[config.mk]
export PLATFORM = sky130hd
export DESIGN_NAME = jpeg_mcu_cnt_flat
export DESIGN_NICKNAME = d
export VERILOG_FILES = /design/src/rtl/jpeg_mcu_cnt_pkg.sv /design/src/rtl/jpeg_mcu_cnt_if.sv /design/src/rtl/jpeg_mcu_cnt_rst_itv.sv /design/src/rtl/jpeg_mcu_cnt.sv /design/src/flat_wrapper.sv
export SDC_FILE = /design/constraint.sdc
export NUM_CORES = 1
export LEC_CHECK = 0
export CORE_MARGIN = 2
export CORE_UTILIZATION = 32
export CTS_CLUSTER_DIAMETER = 40
export DETAILED_ROUTE_END_ITERATION = 7
export GPL_TIMING_DRIVEN = 0
export PLACE_DENSITY = 0.54
export REMOVE_ABC_BUFFERS = 1
export SKIP_LAST_GASP = 1
export SYNTH_ARGS = -nofsm -noshare
export SYNTH_HDL_FRONTEND = slang
export SYNTH_SLANG_ARGS = --single-unit
[constraint.sdc]
create_clock -name clk -period 5.7 [get_ports clk]
set_input_delay 0.855 -clock clk [delete_from_list [all_inputs] [get_ports clk]]
set_output_delay 0.855 -clock clk [all_outputs]
set_load 0.1 [all_outputs]
[src/rtl/jpeg_mcu_cnt_pkg.sv]
// Shared types and constants for the JPEG MCU/block position tracker.
// Optional restart-interval support is enabled with JPEG_MCU_RSTI_EN.
package jpeg_mcu_cnt_pkg;

    typedef enum logic [2:0] {
        mcu_idle = 3'd0,
        mcu_calc = 3'd1,
        mcu_run  = 3'd2,
        mcu_done = 3'd3,
        mcu_err  = 3'd4
    } mcu_state_e;

    // Top-level decoder state code that requests a synchronous clear.
    localparam logic [3:0] state_rst = 4'd0;

    localparam logic [1:0] comp_y  = 2'd0;
    localparam logic [1:0] comp_cr = 2'd1;
    localparam logic [1:0] comp_cb = 2'd2;

    localparam logic [2:0] blk_per_mcu_411 = 3'd6;
    localparam logic [2:0] blk_per_mcu_444 = 3'd3;

    // MCUs needed to cover one picture dimension (ceil to 8 or 16 pixels).
    function automatic logic [12:0] mcu_span(input logic [15:0] dim, input logic is_411);
        logic [16:0] sum;
        sum = {1'b0, dim} + (is_411 ? 17'd15 : 17'd7);
        return is_411 ? sum[16:4] : sum[15:3];
    endfunction

endpackage

[src/rtl/jpeg_mcu_cnt_if.sv]
// SOF/block-progress bundle between the decoder (master) and the MCU tracker (slave).
// dri/rst_due exist only when JPEG_MCU_RSTI_EN is defined.
interface jpeg_mcu_cnt_if;

    logic        res_avali;
    logic [15:0] width;
    logic [15:0] heigth;
    logic        pic_is_411;
    logic [1:0]  sof_y_qt;
    logic [1:0]  sof_cr_qt;
    logic [1:0]  sof_cb_qt;
    logic        blk_done;

    logic        cfg_valid;
    logic        pic_err;
    logic [12:0] mcu_w;
    logic [12:0] mcu_h;
    logic [12:0] mcu_x;
    logic [12:0] mcu_y;
    logic [1:0]  blk_comp;
    logic [1:0]  blk_y_idx;
    logic [1:0]  blk_qt;
    logic        pic_done;

`ifdef JPEG_MCU_RSTI_EN
    logic [15:0] dri;
    logic        rst_due;

    modport master (
        output res_avali, width, heigth, pic_is_411, sof_y_qt, sof_cr_qt, sof_cb_qt,
               blk_done, dri,
        input  cfg_valid, pic_err, mcu_w, mcu_h, mcu_x, mcu_y, blk_comp, blk_y_idx,
               blk_qt, pic_done, rst_due
    );

    modport slave (
        input  res_avali, width, heigth, pic_is_411, sof_y_qt, sof_cr_qt, sof_cb_qt,
               blk_done, dri,
        output cfg_valid, pic_err, mcu_w, mcu_h, mcu_x, mcu_y, blk_comp, blk_y_idx,
               blk_qt, pic_done, rst_due
    );
`else
    modport master (
        output res_avali, width, heigth, pic_is_411, sof_y_qt, sof_cr_qt, sof_cb_qt,
               blk_done,
        input  cfg_valid, pic_err, mcu_w, mcu_h, mcu_x, mcu_y, blk_comp, blk_y_idx,
               blk_qt, pic_done
    );

    modport slave (
        input  res_avali, width, heigth, pic_is_411, sof_y_qt, sof_cr_qt, sof_cb_qt,
               blk_done,
        output cfg_valid, pic_err, mcu_w, mcu_h, mcu_x, mcu_y, blk_comp, blk_y_idx,
               blk_qt, pic_done
    );
`endif

endinterface

[src/rtl/jpeg_mcu_cnt_rst_itv.sv]
// Restart-interval counter: counts completed MCUs and flags when a restart marker is due.
// Instantiated by jpeg_mcu_cnt only when JPEG_MCU_RSTI_EN is defined.
module jpeg_rst_itv (
    input  logic        clk,
    input  logic        rst,
    input  logic        clr,
    input  logic        load,
    input  logic [15:0] dri,
    input  logic        mcu_end,
    input  logic        pic_last,
    output logic        rst_due
);

    logic [15:0] dri_l;
    logic [15:0] cnt;
    logic [15:0] cnt_nxt;

    assign cnt_nxt = cnt + 16'd1;

    always_ff @(posedge clk or negedge rst) begin
        if (!rst) begin
            dri_l   <= '0;
            cnt     <= '0;
            rst_due <= 1'b0;
        end else if (clr) begin
            dri_l   <= '0;
            cnt     <= '0;
            rst_due <= 1'b0;
        end else begin
            rst_due <= 1'b0;
            if (load) begin
                dri_l <= dri;
                cnt   <= '0;
            end else if (mcu_end) begin
                // No marker follows the final MCU; the EOI marker comes instead.
                if ((dri_l != 16'd0) && (cnt_nxt == dri_l) && !pic_last) begin
                    rst_due <= 1'b1;
                    cnt     <= '0;
                end else begin
                    cnt <= cnt_nxt;
                end
            end
        end
    end

endmodule

[src/rtl/jpeg_mcu_cnt.sv]
// MCU grid / block position tracker fed by the SOF parser and block-completion pulses.
// Define JPEG_MCU_RSTI_EN to add the restart-interval counter (dri/rst_due).
module jpeg_mcu_cnt
    import jpeg_mcu_cnt_pkg::*;
(
    input  logic       clk,
    input  logic       rst,
    input  logic [3:0] state,
    jpeg_mcu_cnt_if.slave bus
);

    mcu_state_e  fsm;
    mcu_state_e  fsm_nxt;

    logic        res_q;
    logic        is411_l;
    logic [1:0]  qt_y_l;
    logic [1:0]  qt_cr_l;
    logic [1:0]  qt_cb_l;
    logic [12:0] mcu_w_r;
    logic [12:0] mcu_h_r;
    logic [12:0] mcu_x_r;
    logic [12:0] mcu_y_r;
    logic [2:0]  blk_cnt;
    logic        pic_err_r;
    logic        pic_done_r;

    logic        clr;
    logic        res_rise;
    logic        dims_ok;
    logic [2:0]  blk_last_idx;
    logic        last_blk;
    logic        last_col;
    logic        last_row;
    logic        last_pic;
    logic        adv;

    assign clr          = (state == state_rst);
    assign res_rise     = bus.res_avali & ~res_q;
    assign dims_ok      = (bus.width != 16'd0) && (bus.heigth != 16'd0);
    assign blk_last_idx = is411_l ? (blk_per_mcu_411 - 3'd1) : (blk_per_mcu_444 - 3'd1);
    assign last_blk     = (blk_cnt == blk_last_idx);
    assign last_col     = (mcu_x_r == mcu_w_r - 13'd1);
    assign last_row     = (mcu_y_r == mcu_h_r - 13'd1);
    assign last_pic     = last_blk && last_col && last_row;
    assign adv          = (fsm == mcu_run) && bus.blk_done;

    always_ff @(posedge clk or negedge rst) begin
        if (!rst) begin
            fsm <= mcu_idle;
        end else if (clr) begin
            fsm <= mcu_idle;
        end else begin
            fsm <= fsm_nxt;
        end
    end

    always_comb begin
        fsm_nxt = fsm;
        case (fsm)
            mcu_idle: if (res_rise) fsm_nxt = mcu_calc;
            mcu_calc: fsm_nxt = dims_ok ? mcu_run : mcu_err;
            mcu_run:  if (adv && last_pic) fsm_nxt = mcu_done;
            mcu_done: fsm_nxt = mcu_done;
            mcu_err:  fsm_nxt = mcu_err;
            default:  fsm_nxt = mcu_idle;
        endcase
    end

    always_ff @(posedge clk or negedge rst) begin
        if (!rst) begin
            res_q      <= 1'b0;
            is411_l    <= 1'b0;
            qt_y_l     <= '0;
            qt_cr_l    <= '0;
            qt_cb_l    <= '0;
            mcu_w_r    <= '0;
            mcu_h_r    <= '0;
            mcu_x_r    <= '0;
            mcu_y_r    <= '0;
            blk_cnt    <= '0;
            pic_err_r  <= 1'b0;
            pic_done_r <= 1'b0;
        end else if (clr) begin
            res_q      <= 1'b0;
            is411_l    <= 1'b0;
            qt_y_l     <= '0;
            qt_cr_l    <= '0;
            qt_cb_l    <= '0;
            mcu_w_r    <= '0;
            mcu_h_r    <= '0;
            mcu_x_r    <= '0;
            mcu_y_r    <= '0;
            blk_cnt    <= '0;
            pic_err_r  <= 1'b0;
            pic_done_r <= 1'b0;
        end else begin
            res_q      <= bus.res_avali;
            pic_done_r <= 1'b0;
            if (fsm == mcu_calc) begin
                is411_l   <= bus.pic_is_411;
                qt_y_l    <= bus.sof_y_qt;
                qt_cr_l   <= bus.sof_cr_qt;
                qt_cb_l   <= bus.sof_cb_qt;
                mcu_w_r   <= mcu_span(bus.width, bus.pic_is_411);
                mcu_h_r   <= mcu_span(bus.heigth, bus.pic_is_411);
                pic_err_r <= !dims_ok;
            end
            if (adv) begin
                if (!last_blk) begin
                    blk_cnt <= blk_cnt + 3'd1;
                end else if (last_pic) begin
                    // Position stays on the final block once the picture is finished.
                    pic_done_r <= 1'b1;
                end else begin
                    blk_cnt <= '0;
                    if (last_col) begin
                        mcu_x_r <= '0;
                        mcu_y_r <= mcu_y_r + 13'd1;
                    end else begin
                        mcu_x_r <= mcu_x_r + 13'd1;
                    end
                end
            end
        end
    end

    always_comb begin
        bus.blk_comp  = comp_y;
        bus.blk_y_idx = 2'd0;
        if (is411_l) begin
            if (blk_cnt < 3'd4) begin
                bus.blk_y_idx = blk_cnt[1:0];
            end else begin
                bus.blk_comp = (blk_cnt == 3'd4) ? comp_cr : comp_cb;
            end
        end else begin
            bus.blk_comp = blk_cnt[1:0];
        end
    end

    always_comb begin
        case (bus.blk_comp)
            comp_cr: bus.blk_qt = qt_cr_l;
            comp_cb: bus.blk_qt = qt_cb_l;
            default: bus.blk_qt = qt_y_l;
        endcase
    end

    assign bus.cfg_valid = (fsm == mcu_run) || (fsm == mcu_done);
    assign bus.pic_err   = pic_err_r;
    assign bus.mcu_w     = mcu_w_r;
    assign bus.mcu_h     = mcu_h_r;
    assign bus.mcu_x     = mcu_x_r;
    assign bus.mcu_y     = mcu_y_r;
    assign bus.pic_done  = pic_done_r;

`ifdef JPEG_MCU_RSTI_EN
    jpeg_rst_itv u_rst_itv (
        .clk      (clk),
        .rst      (rst),
        .clr      (clr),
        .load     (fsm == mcu_calc),
        .dri      (bus.dri),
        .mcu_end  (adv && last_blk),
        .pic_last (last_col && last_row),
        .rst_due  (bus.rst_due)
    );
`endif

endmodule

[src/flat_wrapper.sv]
// flat-port wrapper written by rule: the top's interface ports become plain ports
module jpeg_mcu_cnt_flat import jpeg_mcu_cnt_pkg::*;
  (clk, rst, state, bus_res_avali, bus_width, bus_heigth, bus_pic_is_411, bus_sof_y_qt, bus_sof_cr_qt, bus_sof_cb_qt, bus_blk_done, bus_cfg_valid, bus_pic_err, bus_mcu_w, bus_mcu_h, bus_mcu_x, bus_mcu_y, bus_blk_comp, bus_blk_y_idx, bus_blk_qt, bus_pic_done);
  jpeg_mcu_cnt_if bus_i ();
  input  logic clk;
  input  logic rst;
  input  logic [3:0] state;
  input wire logic [$bits(bus_i.res_avali)-1:0] bus_res_avali;
  input wire logic [$bits(bus_i.width)-1:0] bus_width;
  input wire logic [$bits(bus_i.heigth)-1:0] bus_heigth;
  input wire logic [$bits(bus_i.pic_is_411)-1:0] bus_pic_is_411;
  input wire logic [$bits(bus_i.sof_y_qt)-1:0] bus_sof_y_qt;
  input wire logic [$bits(bus_i.sof_cr_qt)-1:0] bus_sof_cr_qt;
  input wire logic [$bits(bus_i.sof_cb_qt)-1:0] bus_sof_cb_qt;
  input wire logic [$bits(bus_i.blk_done)-1:0] bus_blk_done;
  output wire logic [$bits(bus_i.cfg_valid)-1:0] bus_cfg_valid;
  output wire logic [$bits(bus_i.pic_err)-1:0] bus_pic_err;
  output wire logic [$bits(bus_i.mcu_w)-1:0] bus_mcu_w;
  output wire logic [$bits(bus_i.mcu_h)-1:0] bus_mcu_h;
  output wire logic [$bits(bus_i.mcu_x)-1:0] bus_mcu_x;
  output wire logic [$bits(bus_i.mcu_y)-1:0] bus_mcu_y;
  output wire logic [$bits(bus_i.blk_comp)-1:0] bus_blk_comp;
  output wire logic [$bits(bus_i.blk_y_idx)-1:0] bus_blk_y_idx;
  output wire logic [$bits(bus_i.blk_qt)-1:0] bus_blk_qt;
  output wire logic [$bits(bus_i.pic_done)-1:0] bus_pic_done;
  assign bus_i.res_avali = bus_res_avali;
  assign bus_i.width = bus_width;
  assign bus_i.heigth = bus_heigth;
  assign bus_i.pic_is_411 = bus_pic_is_411;
  assign bus_i.sof_y_qt = bus_sof_y_qt;
  assign bus_i.sof_cr_qt = bus_sof_cr_qt;
  assign bus_i.sof_cb_qt = bus_sof_cb_qt;
  assign bus_i.blk_done = bus_blk_done;
  assign bus_cfg_valid = bus_i.cfg_valid;
  assign bus_pic_err = bus_i.pic_err;
  assign bus_mcu_w = bus_i.mcu_w;
  assign bus_mcu_h = bus_i.mcu_h;
  assign bus_mcu_x = bus_i.mcu_x;
  assign bus_mcu_y = bus_i.mcu_y;
  assign bus_blk_comp = bus_i.blk_comp;
  assign bus_blk_y_idx = bus_i.blk_y_idx;
  assign bus_blk_qt = bus_i.blk_qt;
  assign bus_pic_done = bus_i.pic_done;
  jpeg_mcu_cnt u_core (.clk(clk), .rst(rst), .state(state), .bus(bus_i));
endmodule
== Yosys cells after proc, flatten, opt, wreduce, memory -nomap -nowiden ==
Cells that the tools add are included.
W data, S select, Z words.

* $mul: 0
* Equality and inequality tests: 14
* Divide/modulo/power cells: 0
* Multiplexer cells: 48
* Order comparisons: 1
* Reduce and logical (&&, ||, !) cells: 19
* Shift operators: 0
* $add $sub $neg: 7
* Bitwise logic cells: 2

{| class="wikitable"
|+ Operators by type and width
! operator !! count
|-
| $mux W13 || 16
|-
| $add A16 B17 Y17 || 2
|-
| $reduce_bool A16 Y1 || 2
|-
| $mux W3 || 9
|-
| $add A13 B1 Y13 const B || 2
|-
| $eq A13 B13 Y1 || 2
|-
| $sub A13 B1 Y13 const B || 2
|-
| $mux W2 || 11
|-
| $pmux W3 S5 || 1
|-
| $mux W1 || 9
|-
| $reduce_bool A2 Y1 || 4
|-
| $eq A3 B2 Y1 const B || 2
|-
| $eq A3 B3 Y1 const B || 2
|-
| $ne A3 B2 Y1 const B || 2
|-
| $logic_and A1 B1 Y1 || 5
|-
| $logic_not A4 Y1 || 1
|-
| $mux W4 || 1
|-
| $pmux W2 S2 || 1
|-
| $reduce_and A2 Y1 || 2
|-
| $reduce_and A4 Y1 || 1
|-
| $add A3 B1 Y3 const B || 1
|-
| $eq A3 B1 Y1 const B || 1
|-
| $eq A3 B3 Y1 || 1
|-
| $logic_not A3 Y1 || 1
|-
| 10 further kinds || 10
|}

* Memory bits (read-only): 0
* Memories kept: 0
* Memory bits (writable): 0
* Register bits after elaboration: 68
* Input port bits: 47
* Logic and storage cells: 104
* Latch bits: 0
* Output and inout bits: 61

== Longest topological paths before layout ==
* Depth in word-level cells: 8
* Mapped depth: 12
* Mapped depth without buffers: 10

== Worst setup path after synthesis ==
Ideal clock, no wire load.

* Path kind: reg-to-output
* Start point: register u_core.blk_cnt[0]
* End point: output port bus_blk_qt[0]
* Setup slack: 0.884 ns
* Buffers on the path: 0
* Arrival time: 3.961 ns
* Stages on the path, launching flop included: 9
* Data required time: 4.845 ns
* Cells stage by stage: dfrtp_1 > inv_1 > ha_1 > nand3_1 > a21boi_0 > inv_1 > ha_1 > a22oi_1 > o21ai_0

* Longest elaborated chain between the ends: 6
* Elaborated cells on any way between the ends: 8
* Classes of those cells: order compare (1); eq/ne (3); mux (4)

{| class="wikitable"
|+ RTL lines
! what !! RTL line !! text
|-
| start, declared || jpeg_mcu_cnt.sv:24 || <nowiki>logic [2:0] blk_cnt;</nowiki>
|-
| start signal, assigned || jpeg_mcu_cnt.sv:111 || <nowiki>blk_cnt <= blk_cnt + 3'd1;</nowiki>
|-
| branches (longest 3 deep; another with $lt A3 B3 Y1) || - ||
|-
| $mux W2 (*) || jpeg_mcu_cnt.sv:131 || <nowiki>if (is411_l) begin</nowiki>
|-
| net bus_blk_comp[0] || flat_wrapper.sv:22 || <nowiki>output wire logic [$bits(bus_i.blk_comp)-1:0] bus_blk_comp;</nowiki>
|-
| $eq A2 B2 Y1 / $eq A2 B1 Y1 (equally long branches) || jpeg_mcu_cnt.sv:143 || <nowiki>case (bus.blk_comp)</nowiki>
|-
| $pmux W2 S2 (*) || jpeg_mcu_cnt.sv:143 ||
|-
| end, declared || flat_wrapper.sv:24 || <nowiki>output wire logic [$bits(bus_i.blk_qt)-1:0] bus_blk_qt;</nowiki>
|}

Mark *: on every way through the listed nets, which the timed path passes.

== Final worst setup path ==
* Start point: register u_core.blk_cnt[0]
* End point: output port bus_blk_qt[1]

* Longest elaborated chain between the ends: 6
* Elaborated cells on any way between the ends: 8
* Classes of those cells: order compare (1); eq/ne (3); mux (4)

{| class="wikitable"
|+ RTL lines
! what !! RTL line
|-
| branches (longest 3 deep; another with $lt A3 B3 Y1) || -
|-
| $mux W2 (*) || jpeg_mcu_cnt.sv:131
|-
| $eq A2 B2 Y1 / $eq A2 B1 Y1 (equally long branches) || jpeg_mcu_cnt.sv:143
|-
| $pmux W2 S2 (*) || jpeg_mcu_cnt.sv:143
|}

Every way passes the cells marked *.

==> qor.log <==
INFO  cts            cts_resized=0
INFO  placement      dpl-instance-area=6340um^2
INFO  logic_synthesis synth_edf_count=0
INFO  worst_setup_path timing.critical_path.arrival=3.10ns
INFO  logic_synthesis async_flop_share=1.00
INFO  worst_setup_path nature_of_the_critical_path_endpoint=output port
INFO  routing        route.detailed.wl_per_inst=15.9um
INFO  finish         areaGrowthSynthToFinish=32.4%
INFO  floorplanning  die_width=130um
INFO  timing         max_slew.worst_pin.slew=1.08ns
INFO  floorplanning  die-area=16,800um^2
INFO  floorplanning  fp.dieH=130um
INFO  routing        wl_met3=944um
INFO  timing         hold-worst-slack=0.425ns
INFO  logic_synthesis synthMuxAreaShare=0.0161
INFO  worst_setup_path crit_type=reg2out
INFO  worst_setup_path crit_path_end=bus_blk_qt[1]
INFO  logic_synthesis synthesis.instances=639
INFO  logic_synthesis compound_cell_area_share_of_the_yosys_netlist=0.217
INFO  logic_synthesis synth_top_family_by_area=simple AND/OR/NAND/NOR gates
INFO  worst_setup_path path_max_fanout=5
INFO  finish         fin_cells=952
INFO  cts            clkSlewWorstSetupHoldPaths=0.06ns
INFO  run            timing.max_cap.violations=0
INFO  floorplanning  initial_core_util=0.330
INFO  routing        wire_length_on_met2=6970um
INFO  global_routing globalRouteOverflowTotal=0
INFO  finish         num_antenna_cells=0
INFO  finish         final_area=6700um^2
INFO  routing        number_of_drc_markers_in_iteration_0=468
INFO  global_routing first_global_vias=4,952
INFO  global_routing grt_start_max_net_pins=46
INFO  worst_setup_path worstRegToRegCells=10
INFO  logic_synthesis yosysWarnings=0
INFO  finish         final_net_count=793
INFO  finish         area_occupied_by_multi_input_gates=3150um^2
INFO  logic_synthesis avgSynthCellArea=7.91um^2
INFO  global_routing grt_antenna_before_repair=0
INFO  routing        vias=5,134
INFO  worst_setup_path startpoint_type=flop
INFO  logic_synthesis yosys.area_share.adder=0.0247
INFO  timing         timing.slew.headroom=0.276
INFO  cts            cts.root.buffer_cell=clkbuf_16
INFO  cts            cts_made_buffers=9
INFO  global_routing grt_util_all_layers=0.185
INFO  floorplanning  fp-row-count=45
INFO  routing        postRouteAntennaNets=0
INFO  timing         hold_violations=0
INFO  worst_setup_path reg_to_reg_start=u_core.bus.mcu_w[0]
INFO  timing         final.setup_skew=0.00939ns
INFO  worst_setup_path startpoint=u_core.blk_cnt[0]
INFO  timing         min_period=3.95ns
INFO  global_routing wire_length_of_the_first_global_routing_pass=24,700um
INFO  logic_synthesis dominantRegCellSynth=dfrtp_1
INFO  cts            clk-insertion-delay-late=0.34ns
INFO  routing        drc_violations_left=0
INFO  routing        vias_cell=5.39
INFO  pwr            power_density=512nW/um^2
INFO  routing        route.final.wire_length=15,100um
INFO  placement      detailed_placement_hpwl=11,600um
INFO  cts            tritoncts_num_sinks=68
INFO  logic_synthesis synth-simple-area-share=0.287
INFO  pwr            peakVddDrop=347uV
INFO  pwr            report.power.total=3.43mW
INFO  pwr            static-leakage-power=2.65nW
INFO  timing         fmax=0.253GHz
INFO  logic_synthesis ys_seq_area_frac=0.337
INFO  min_path       min-delay-path-class=in2async
INFO  finish         drive_gt1_frac=0.0634
INFO  timing         timing.final.max_slew_violations=0
INFO  placement      post-place-cells=935
INFO  logic_synthesis synth_xor_area_frac=0.0762
INFO  cts            cts_tree=built
INFO  logic_synthesis register_bit_total_from_synthesis=68
INFO  timing         setup_viol=0
INFO  cts            post_cts.repair.setup_buffers=0
INFO  finish         filler_cell_count=1,556
INFO  timing         final_min_period_over_clock_period=0.694
INFO  worst_setup_path timing.reg2reg.setup_slack=2.34ns
INFO  finish         seq_area=1700um^2
INFO  logic_synthesis post_synth_instance_area=5060um^2
INFO  status         run_status=finished clean
INFO  worst_setup_path cp_data_required_time=4.85ns
INFO  worst_setup_path r2r-end=u_core.bus.mcu_x[10]
INFO  floorplanning  design.portCount=108
INFO  placement      port-buffer-count=107
INFO  routing        number_of_optimization_iterations_in_the_first_detailed_route_pass=5
INFO  floorplanning  core_region_area=15,300um^2
INFO  routing        met1_length=6900um
INFO  timing         unrepaired_setup_endpoints_after_global_routing=false
INFO  cts            cts-root-to-sink-buffers=2
INFO  cts            hold_bufs_inserted_after_cts=0
INFO  logic_synthesis yosysUniqueCellTypes=64
INFO  cts            cts_max_level=3
INFO  placement      routabilityCongestion=0.815
INFO  routing        highest_layer=met4
## how the worst min path moves through the flow
stage,endpoint,cells past startpoint,slack [ns]
after floorplan,u_core.qt_cb_l[0],2,0.50
after global placement,u_core.qt_y_l[0],2,0.51
after detailed placement,u_core.qt_y_l[0],2,0.52
after CTS,u_core.bus.mcu_y[5],1,0.43
after global routing,u_core.bus.mcu_y[5],1,0.44
final,u_core.bus.mcu_y[5],1,0.42
## cell type report
type / count / share of cell area
multi-input cells: 519 / 0.470
flip-flops and latches: 68 / 0.254
repair buffers: 114 / 0.170
well taps: 211 / 0.0394
clock buffers: 10 / 0.0357
clock inverters: 6 / 0.0166
inverters: 24 / 0.0135
## through the flow
stage / setup WS (ns) / utilization / TNS, ns
2_1_floorplan: 0.659 / - / 0
3_3_place_gp: -3.33 / 0.409 / -92.25
3_5_place_dp: 0.946 / 0.414 / 0
4_1_cts: 1.30 / 0.437 / 0
5_1_grt: 1.52 / 0.437 / 0
6_report: 1.75 / 0.437 / 0
## cell usage in the layout, fill, tap and decap left out, types with 3 or more instances in the layout
cell type,count
a2111oi_0,3
a211oi_1,8
a21oi_1,64
a22oi_1,5
a31oi_1,5
and2_1,7
and3_1,15
buf_4,6
bufinv_16,3
clkbuf_16,9
clkdlybuf4s50_1,105
dfrtp_1,68
ha_1,10
inv_1,24
mux2i_1,7
nand2_1,77
nand2b_1,13
nand3_1,22
nand4_1,9
nand4b_1,3
nor2_1,50
nor2b_1,5
nor3_1,22
nor4_1,14
o2111ai_1,4
o211ai_1,6
o21a_1,5
o21ai_0,44
o221ai_1,3
o31a_1,5
o31ai_1,7
or2_2,5
or3_1,20
or4_1,3
xnor2_1,32
xor2_1,12
## sequential cells by signal, indices dropped and copies added (netlist names)
register,count
u_core.bus.mcu_h,13
u_core.is411_l,1
u_core.blk_cnt,3
u_core.res_q,1
u_core.bus.mcu_x,13
u_core.qt_y_l,2
u_core.qt_cb_l,2
u_core.bus.mcu_y,13
u_core.bus.pic_err,1
u_core.fsm,3
u_core.bus.mcu_w,13
u_core.bus.pic_done,1
u_core.qt_cr_l,2
## metal layers
layer,up-vias,track usage
li1,2524,-
met2,166,0.298
met1,2421,0.248
met5,-,0
met4,0,0.0557
met3,23,0.0431
## synth_stat cells (8+ instances only)
cell type  count  area (um^2)
o21ai_0       44          220
and3_1        15         93.8
clkbuf_1      22         82.6
nand2b_1      13         81.3
xnor2_1       32          280
dfrtp_1       68         1700
xor2_1        12          105
nor3_1        23          115
or3_1         20          125
a21oi_1       64          320
nor2_1        50          188
inv_1         24         90.1
nor4_1        15         93.8
nand4_1        9         56.3
nand2_1       77          289
ha_1          10          125
nand3_1       22          110
a211oi_1       8         60.1
## power by group
group | internal [mW] | switching, mW
sequential | 0.605 | 0.203
clock | 0.439 | 0.224
combinational | 0.605 | 1.35
total | 1.65 | 1.78
## critical path, stage by stage, from the launching register on
cell and delay [ns]:
dfrtp_1 0.41, inv_1 0.11, ha_1 0.22, nand3_1 0.08
a21boi_0 0.28, ha_1 0.32, o21ai_0 0.18, clkdlybuf4s50_1 1.16
## cells by family after synthesis
group                    count (synthesis)
AO/OA/AOI/OAI                          176
XOR/XNOR                                44
adder cells (fa/ha/maj)                 10
buffers and inverters                   52
flip-flops                              68
multiplexers                             8
AND/OR/NAND/NOR                        281
(Power assumes the default switching activity.)
